`src/rtl/control_pkg.sv`:
```
// Shared types for the control sequencer: opcodes, ALU codes, FSM states
// and the registered control bundle.
package control_pkg;

   typedef enum logic [3:0] {
      OP_LI  = 4'b0000, OP_LD  = 4'b0001, OP_ST  = 4'b0010, OP_ADD = 4'b0011,
      OP_SUB = 4'b0100, OP_XOR = 4'b0101, OP_OR  = 4'b0110, OP_AND = 4'b0111,
      OP_JMP = 4'b1000, OP_BEQ = 4'b1001, OP_BLT = 4'b1010, OP_BGT = 4'b1011,
      OP_LSL = 4'b1100, OP_LSR = 4'b1101
   } opcode_e;

   localparam logic [3:0] ALU_AND = 4'b0000;
   localparam logic [3:0] ALU_XOR = 4'b0001;
   localparam logic [3:0] ALU_OR  = 4'b0010;
   localparam logic [3:0] ALU_LSL = 4'b0011;
   localparam logic [3:0] ALU_LSR = 4'b0100;
   localparam logic [3:0] ALU_ADD = 4'b0101;
   localparam logic [3:0] ALU_SUB = 4'b0110;
   localparam logic [3:0] ALU_BLT = 4'b0111;
   localparam logic [3:0] ALU_BGT = 4'b1000;
   localparam logic [3:0] ALU_BEQ = 4'b1001;
   localparam logic [3:0] ALU_NOP = 4'b1111;

   typedef enum logic {IDLE = 1'b0, MEM = 1'b1} state_e;

   typedef struct packed {
      logic       branch;
      logic       mem_to_reg;
      logic       mem_write;
      logic       reg_write;
      logic       imm_to_reg;
      logic [3:0] alu_op;
   } ctrl_t;

   localparam ctrl_t CTRL_IDLE = '{branch: 1'b0, mem_to_reg: 1'b0, mem_write: 1'b0,
                                   reg_write: 1'b0, imm_to_reg: 1'b0, alu_op: ALU_NOP};

endpackage

```
`src/rtl/control_seq_if.sv`:
```
// Fetch-to-control handshake and registered control bundle.
interface control_seq_if #(
   parameter int IW        = 9,
   parameter int PUT_DEPTH = 2
);
   localparam int VW = IW - 1;
   localparam int CW = $clog2(PUT_DEPTH) + 1;

   logic          instr_valid;
   logic [IW-1:0] instruction;
   logic          stall;
   logic          ctrl_valid;
   logic          branchFlag;
   logic          memToRegFlag;
   logic          memWriteFlag;
   logic          regWriteFlag;
   logic          immtoRegFlag;
   logic [3:0]    ALUOp;
   logic [VW-1:0] operand;
   logic          operand_valid;
   logic [CW-1:0] put_count;
   logic          put_overflow;
   logic          illegal;

   modport master (
      output instr_valid, instruction,
      input  stall, ctrl_valid, branchFlag, memToRegFlag, memWriteFlag, regWriteFlag,
             immtoRegFlag, ALUOp, operand, operand_valid, put_count, put_overflow, illegal
   );

   modport slave (
      input  instr_valid, instruction,
      output stall, ctrl_valid, branchFlag, memToRegFlag, memWriteFlag, regWriteFlag,
             immtoRegFlag, ALUOp, operand, operand_valid, put_count, put_overflow, illegal
   );
endinterface

```
`src/rtl/control_seq_put_fifo.sv`:
```
// Circular operand buffer; a push into a full buffer drops the oldest entry.
module put_fifo #(
   parameter int PUT_DEPTH = 2,
   parameter int VW        = 8
) (
   input  logic                         clk,
   input  logic                         reset,
   input  logic                         push,
   input  logic                         pop,
   input  logic [VW-1:0]                din,
   output logic [VW-1:0]                head,
   output logic [$clog2(PUT_DEPTH):0]   count,
   output logic                         full,
   output logic                         empty
);
   localparam int AW = $clog2(PUT_DEPTH);

   logic [VW-1:0] mem_r [PUT_DEPTH];
   logic [AW-1:0] wr_ptr_r;
   logic [AW-1:0] rd_ptr_r;
   logic [AW:0]   count_r;

   assign full  = (count_r == (AW+1)'(PUT_DEPTH));
   assign empty = (count_r == {(AW+1){1'b0}});
   assign head  = mem_r[rd_ptr_r];
   assign count = count_r;

   // Storage, pointers and occupancy; push and pop never coincide.
   always_ff @(posedge clk or posedge reset) begin
      if (reset) begin
         for (int i = 0; i < PUT_DEPTH; i++) mem_r[i] <= {VW{1'b0}};
         wr_ptr_r <= {AW{1'b0}};
         rd_ptr_r <= {AW{1'b0}};
         count_r  <= {(AW+1){1'b0}};
      end else if (push) begin
         mem_r[wr_ptr_r] <= din;
         wr_ptr_r        <= wr_ptr_r + AW'(1);
         if (full) rd_ptr_r <= rd_ptr_r + AW'(1);
         else      count_r  <= count_r + (AW+1)'(1);
      end else if (pop && !empty) begin
         rd_ptr_r <= rd_ptr_r + AW'(1);
         count_r  <= count_r - (AW+1)'(1);
      end else begin
         count_r <= count_r;
      end
   end
endmodule

```
`src/rtl/control_seq.sv`:
```
// Registered instruction-control sequencer: decodes put/run instructions,
// stages put immediates and stretches load/store over MEM_LAT cycles.
module control_seq import control_pkg::*; #(
   parameter int IW        = 9,
   parameter int VW        = IW - 1,
   parameter int PUT_DEPTH = 2,
   parameter int MEM_LAT   = 2
) (
   input  logic         clk,
   input  logic         reset,
   control_seq_if.slave bus
);
   localparam int CW = $clog2(PUT_DEPTH) + 1;
   localparam int LW = $clog2(MEM_LAT) + 1;

   state_e        state_r;
   logic [LW-1:0] cnt_r;
   ctrl_t         ctrl_r;
   logic          ctrl_valid_r;
   logic [VW-1:0] operand_r;
   logic          operand_valid_r;
   logic          put_overflow_r;
   logic          illegal_r;

   logic          stall_s, accept_s, is_put_s, is_mem_s, push_s, pop_s;
   logic [3:0]    opcode_s;
   logic [VW-1:0] head_s;
   logic [CW-1:0] count_s;
   logic          full_s, empty_s;

   // Load regWrite is only raised on the last memory cycle, hence last_mem.
   function automatic ctrl_t decode(input logic [3:0] op, input logic last_mem);
      ctrl_t c;
      c = CTRL_IDLE;
      case (op)
         OP_LI:   begin c.imm_to_reg = 1'b1; c.reg_write = 1'b1; end
         OP_LD:   begin c.mem_to_reg = 1'b1; c.reg_write = last_mem; end
         OP_ST:   c.mem_write = 1'b1;
         OP_ADD:  begin c.alu_op = ALU_ADD; c.reg_write = 1'b1; end
         OP_SUB:  begin c.alu_op = ALU_SUB; c.reg_write = 1'b1; end
         OP_XOR:  begin c.alu_op = ALU_XOR; c.reg_write = 1'b1; end
         OP_OR:   begin c.alu_op = ALU_OR;  c.reg_write = 1'b1; end
         OP_AND:  begin c.alu_op = ALU_AND; c.reg_write = 1'b1; end
         OP_JMP:  c.branch = 1'b1;
         OP_BEQ:  c.alu_op = ALU_BEQ;
         OP_BLT:  c.alu_op = ALU_BLT;
         OP_BGT:  c.alu_op = ALU_BGT;
         OP_LSL:  begin c.alu_op = ALU_LSL; c.reg_write = 1'b1; end
         OP_LSR:  begin c.alu_op = ALU_LSR; c.reg_write = 1'b1; end
         default: c = CTRL_IDLE;
      endcase
      return c;
   endfunction

   assign stall_s  = (state_r == MEM);
   assign accept_s = bus.instr_valid && !stall_s;
   assign is_put_s = bus.instruction[0];
   assign opcode_s = bus.instruction[4:1];
   assign is_mem_s = !is_put_s && ((opcode_s == OP_LD) || (opcode_s == OP_ST));
   assign push_s   = accept_s && is_put_s;
   assign pop_s    = accept_s && !is_put_s;

   put_fifo #(.PUT_DEPTH(PUT_DEPTH), .VW(VW)) u_put_fifo (
      .clk   (clk),
      .reset (reset),
      .push  (push_s),
      .pop   (pop_s),
      .din   (bus.instruction[IW-1:1]),
      .head  (head_s),
      .count (count_s),
      .full  (full_s),
      .empty (empty_s)
   );

   // Sequencer FSM, latency counter and registered control bundle.
   always_ff @(posedge clk or posedge reset) begin
      if (reset) begin
         state_r         <= IDLE;
         cnt_r           <= {LW{1'b0}};
         ctrl_r          <= CTRL_IDLE;
         ctrl_valid_r    <= 1'b0;
         operand_r       <= {VW{1'b0}};
         operand_valid_r <= 1'b0;
         put_overflow_r  <= 1'b0;
         illegal_r       <= 1'b0;
      end else begin
         case (state_r)
            IDLE: begin
               if (push_s) begin
                  ctrl_r          <= CTRL_IDLE;
                  ctrl_valid_r    <= 1'b1;
                  operand_r       <= {VW{1'b0}};
                  operand_valid_r <= 1'b0;
                  if (full_s) put_overflow_r <= 1'b1;
               end else if (pop_s) begin
                  ctrl_r          <= decode(opcode_s, !(is_mem_s && (MEM_LAT > 1)));
                  ctrl_valid_r    <= 1'b1;
                  operand_r       <= empty_s ? {VW{1'b0}} : head_s;
                  operand_valid_r <= !empty_s;
                  if (opcode_s[3:1] == 3'b111) illegal_r <= 1'b1;
                  if (is_mem_s && (MEM_LAT > 1)) begin
                     state_r <= MEM;
                     cnt_r   <= LW'(MEM_LAT - 1);
                  end
               end else begin
                  ctrl_r          <= CTRL_IDLE;
                  ctrl_valid_r    <= 1'b0;
                  operand_r       <= {VW{1'b0}};
                  operand_valid_r <= 1'b0;
               end
            end
            MEM: begin
               // Bundle stays put; the last cycle drops stall and lets a load write back.
               if (cnt_r == LW'(1)) begin
                  state_r          <= IDLE;
                  ctrl_r.reg_write <= ctrl_r.mem_to_reg;
               end
               cnt_r <= cnt_r - LW'(1);
            end
            default: state_r <= IDLE;
         endcase
      end
   end

   assign bus.stall         = stall_s;
   assign bus.ctrl_valid    = ctrl_valid_r;
   assign bus.branchFlag    = ctrl_r.branch;
   assign bus.memToRegFlag  = ctrl_r.mem_to_reg;
   assign bus.memWriteFlag  = ctrl_r.mem_write;
   assign bus.regWriteFlag  = ctrl_r.reg_write;
   assign bus.immtoRegFlag  = ctrl_r.imm_to_reg;
   assign bus.ALUOp         = ctrl_r.alu_op;
   assign bus.operand       = operand_r;
   assign bus.operand_valid = operand_valid_r;
   assign bus.put_count     = count_s;
   assign bus.put_overflow  = put_overflow_r;
   assign bus.illegal       = illegal_r;
endmodule
```
`src/flat_wrapper.sv`:
```
// flat-port wrapper written by rule: the top's interface ports become plain ports
module control_seq_flat import control_pkg::*;
#(
   parameter int IW        = 9,
   parameter int VW        = IW - 1,
   parameter int PUT_DEPTH = 2,
   parameter int MEM_LAT   = 2
)
  (clk, reset, bus_instr_valid, bus_instruction, bus_stall, bus_ctrl_valid, bus_branchFlag, bus_memToRegFlag, bus_memWriteFlag, bus_regWriteFlag, bus_immtoRegFlag, bus_ALUOp, bus_operand, bus_operand_valid, bus_put_count, bus_put_overflow, bus_illegal);
  control_seq_if #(.IW(IW), .PUT_DEPTH(PUT_DEPTH)) bus_i ();
  input  logic clk;
  input  logic reset;
  input wire logic [$bits(bus_i.instr_valid)-1:0] bus_instr_valid;
  input wire logic [$bits(bus_i.instruction)-1:0] bus_instruction;
  output wire logic [$bits(bus_i.stall)-1:0] bus_stall;
  output wire logic [$bits(bus_i.ctrl_valid)-1:0] bus_ctrl_valid;
  output wire logic [$bits(bus_i.branchFlag)-1:0] bus_branchFlag;
  output wire logic [$bits(bus_i.memToRegFlag)-1:0] bus_memToRegFlag;
  output wire logic [$bits(bus_i.memWriteFlag)-1:0] bus_memWriteFlag;
  output wire logic [$bits(bus_i.regWriteFlag)-1:0] bus_regWriteFlag;
  output wire logic [$bits(bus_i.immtoRegFlag)-1:0] bus_immtoRegFlag;
  output wire logic [$bits(bus_i.ALUOp)-1:0] bus_ALUOp;
  output wire logic [$bits(bus_i.operand)-1:0] bus_operand;
  output wire logic [$bits(bus_i.operand_valid)-1:0] bus_operand_valid;
  output wire logic [$bits(bus_i.put_count)-1:0] bus_put_count;
  output wire logic [$bits(bus_i.put_overflow)-1:0] bus_put_overflow;
  output wire logic [$bits(bus_i.illegal)-1:0] bus_illegal;
  assign bus_i.instr_valid = bus_instr_valid;
  assign bus_i.instruction = bus_instruction;
  assign bus_stall = bus_i.stall;
  assign bus_ctrl_valid = bus_i.ctrl_valid;
  assign bus_branchFlag = bus_i.branchFlag;
  assign bus_memToRegFlag = bus_i.memToRegFlag;
  assign bus_memWriteFlag = bus_i.memWriteFlag;
  assign bus_regWriteFlag = bus_i.regWriteFlag;
  assign bus_immtoRegFlag = bus_i.immtoRegFlag;
  assign bus_ALUOp = bus_i.ALUOp;
  assign bus_operand = bus_i.operand;
  assign bus_operand_valid = bus_i.operand_valid;
  assign bus_put_count = bus_i.put_count;
  assign bus_put_overflow = bus_i.put_overflow;
  assign bus_illegal = bus_i.illegal;
  control_seq #(.IW(IW), .VW(VW), .PUT_DEPTH(PUT_DEPTH), .MEM_LAT(MEM_LAT)) u_core (.clk(clk), .reset(reset), .bus(bus_i));
endmodule
```
`config.mk`:
```
export PLATFORM = sky130hd
export DESIGN_NAME = control_seq_flat
export DESIGN_NICKNAME = d
export VERILOG_FILES = /design/src/rtl/control_pkg.sv /design/src/rtl/control_seq_if.sv /design/src/rtl/control_seq_put_fifo.sv /design/src/rtl/control_seq.sv /design/src/flat_wrapper.sv
export SDC_FILE = /design/constraint.sdc
export NUM_CORES = 1
export LEC_CHECK = 0
export CAP_MARGIN = 25
export CELL_PAD_IN_SITES_DETAIL_PLACEMENT = 0
export CELL_PAD_IN_SITES_GLOBAL_PLACEMENT = 1
export CORE_MARGIN = 1
export CORE_UTILIZATION = 40
export DETAILED_ROUTE_END_ITERATION = 10
export PLACE_DENSITY = 0.86
export SETUP_SLACK_MARGIN = 0.4
export SYNTH_ARGS = -nofsm -noshare
export SYNTH_HDL_FRONTEND = slang
export SYNTH_SLANG_ARGS = --single-unit
export TNS_END_PERCENT = 1
```
`constraint.sdc`:
```
create_clock -name clk -period 1.7 [get_ports clk]
set_clock_uncertainty 0.05 [all_clocks]
set_input_delay 0.17 -clock clk [delete_from_list [all_inputs] [get_ports clk]]
set_output_delay 0.17 -clock clk [all_outputs]
set_load 0.005 [all_outputs]
```
==> impl_results.md <==
- Status: complete, no violations
- FMAX: 653 MHz
- Clock network power share: 0.193
- Pint: 0.00226 W
- CP arrival: 1.31 ns
- CTS tree: built
- RSZ-0062 raised after global routing: true
- Worst-Skew Late Latency: 0.29 ns
- Switching Share: 0.302
- Post-Syn Nets: 180
- Placement Setup Slack: -0.0445 ns
- Yosys warns: 0
- # rows: 24
- Initial antenna violation count: 0
- Drc violations: 0
- Most frequent cells in the layout: dfrtp_1, clkdlybuf4s50_1, nand2_1, o21ai_0, mux2_2
- Leading area contributor after synthesis: dfrtp_1
- Die W: 71.6 um
- Register area share after synthesis: 0.570
- Via/cell ratio: 5.36
- Cell Chain, Critical Path: clkdlybuf4s50_1
- Buf/Inv on CP: 1
- Share of layout cells above drive strength 1: 0.198
- Max-cap violation count: 0
- # IOs: 36
- Final Critical Period: 1.53 ns
- Critical path depth: 1
- Cell Area, Synth: 0.00194 sq mm
- Main combinational cell family by area after synthesis: multiplexers
- Slowest CP cell: dfstp_2
- Crit. End Element: output pin
- GRT Util Overall: 0.173
- Layout Cells excl Fill: 264
- Syn avg cell area: 11.6 sq um
- Final ANT Viol Nets: 0
- Cell family with most CP delay: flip-flops
- Clk buf depth: 2
- Drt first pass iters: 4
- Post-Synth Simple-Gate Area: 0.118
- Cell variety after synth: 37
- Compound-Gate Fraction of Synth Area: 0.119
- Die Y: 71.6 um
- Area share of xor/xnor cells in the synthesized design: 0.0271
- Cells on worst reg2reg path: 4
- Post-Place Cells: 254
- Via count of the first global-routing pass: 1460
- P&R area growth vs syn: 29.1%
- GRT overflow: 0
- Via count: 1414
- Peak supply drop: 0.000700 V
- Starting density of the core: 0.431
- N_diodes: 0
- Hold Path Class: in -> async
- Top cell type's share of synthesized area: 0.516
- Nets: 224
- Most common cell after layout, fill and taps aside: dfrtp_1
- H-tree levels: 2
- Final hold vios: 0
- Post-route setup slack: 0.168 ns
- Routed WL: 3.88 mm
- Post-route clock period utilization: 0.901
- #FFs+latches synth: 44
- Design Area, Final: 0.00250 sq mm
- Pwr Total: 0.00324 W
- CP max FO: 2
- Seq pwr share: 0.514
- Switching pwr: 0.000978 W
- Drt initial violations: 95
- Combinational share of power: 0.293
- DP HPWL: 2.77 mm
- Pwr/cell area: 1290 mW/mm^2
- Buffers on Ports: 35
- First-pass GRT wire length: 6.85 mm
- TritonCTS Buffers: 5
- Top cells by area, synth: dfrtp_1, mux2_2, dfstp_2
- CP Launch Type: flip-flop
- Setup TNS: 0 ns
- Die area: 0.00513 sq mm
- Req. time, crit path: 1.48 ns
- Final setup violation count: 0
- Critical Path Max Stage Delay: 0.53 ns
- Synth Area in Adders: 0.00645
- Leak: 1.09 nW
- CTS clk-pin slew, worst paths: 0.08 ns
- Slew Viols, Final: 0
- Largest net degree at the start of global routing: 45
- Post-synthesis instance total: 167
- Relative slew slack: 0.675
- Clock Sinks: 44
- CTS root buf: clkbuf_8
- CTS Hold Bufs: 0
- Core Box Area: 0.00450 sq mm
- Multiplexer share of the synthesized area: 0.128
- Placer Congestion: 0.755
- Worst Max-Slew Pin Slew: 0.487 ns
- Per-cell routed wire length: 14.7 um
- DP Area: 0.00241 sq mm
- Crit Path Category: reg -> out
-- routing by layer --
metal,global-route usage,up-vias,share of wire
li1,-,675,-
met5,0,-,0
met3,0.0422,4,0.049
met2,0.281,41,0.50
met1,0.227,694,0.44
met4,0.0610,0,0.0075
-- cell families after synthesis --
group / after synthesis
AO/OA/AOI/OAI: 34
AND/OR/NAND/NOR: 45
flip-flops: 44
buffers and inverters: 14
multiplexers: 23
adder cells (fa/ha/maj): 1
XOR/XNOR: 6
-- synth_stat cells --
cell type,number
a21o_1,1
a21oi_1,1
a21oi_2,1
a22o_1,2
a2bb2oi_1,2
a32o_1,2
a41o_1,2
a41oi_1,1
and2_1,1
buf_2,6
clkbuf_1,2
dfrtp_1,40
dfstp_2,4
ha_1,1
inv_1,5
inv_2,1
mux2_2,14
mux2i_1,9
nand2_1,21
nand2b_1,1
nand3_1,4
nand4_2,1
nor2_1,8
nor2_4,1
nor2b_1,3
nor3_1,1
nor3b_1,2
nor3b_4,1
o211ai_1,1
o21a_1,2
o21ai_0,16
o21ai_2,1
o221ai_1,1
o22ai_1,1
or3_1,1
xnor2_1,3
xor2_1,3
-- power by group through the flow --
| stage | Combinational (W) | Clock, W | Sequential, W |
|---|---|---|---|
| finish | 0.000948 | 0.000625 | 0.00166 |
| global route | 0.00106 | 0.000681 | 0.00171 |
| CTS | 0.000967 | 0.000644 | 0.00167 |
| detailed placement | 0.000955 | 0 | 0.00169 |
| global placement | 0.000911 | 0 | 0.00166 |
| floorplan | 0.000637 | 0 | 0.00159 |
-- registers in the layout (all words and copies together) (netlist names), 2 cells and up --
register,flops
u_core.bus.ALUOp,4
u_core.bus.operand,8
u_core.cnt_r,2
u_core.u_put_fifo.count,2
u_core.u_put_fifo.mem_r,16
-- repair_timing --
| item | CTS | global route |
|---|---|---|
| endpoints found under the setup margin | 59 | 65 |
| hold endpoints to repair | 0 | 0 |
| resized for setup | 1 | 1 |
| setup buffers | 2 | 0 |
-- worst paths after layout --
check | from | endpoint | slack (ns)
setup reg to reg | u_core.bus.stall$_DFF_PP0_ | u_core.u_put_fifo.mem_r[12]$_DFFE_PP0P_ | 0.22
min in group clk | u_core.bus.put_overflow$_DFFE_PP0P_ | u_core.bus.put_overflow$_DFFE_PP0P_ | 0.43
hold / removal | reset | u_core.bus.operand[7]$_DFFE_PP0N_ | 0.19
max in group asynchronous | reset | u_core.bus.ALUOp[1]$_DFFE_PP1N_ | 1.14
hold reg to reg | u_core.bus.put_overflow$_DFFE_PP0P_ | u_core.bus.put_overflow$_DFFE_PP0P_ | 0.43
setup / recovery | u_core.bus.ALUOp[1]$_DFFE_PP1N_ | bus_ALUOp[1] | 0.17
-- through the flow --
stage	hold WS [ns]	utilization
after CTS	0.206	0.555
final	0.193	0.556
after floorplan	0.271	-
after global placement	0.403	0.534
after global routing	0.233	0.556
after detailed placement	0.410	0.534
-- layout make-up --
class	instances	area [sq um]
Timing Repair Buffer	45	439
Clock buffer	7	76.3
Fill cell	387	2000
Inverter	6	25.0
Sequential cell	44	1110
Multi-Input combinational cell	109	786
Clock inverter	1	5.00
Tap cell	52	65.1
Power figures use the tool's default switching activity.
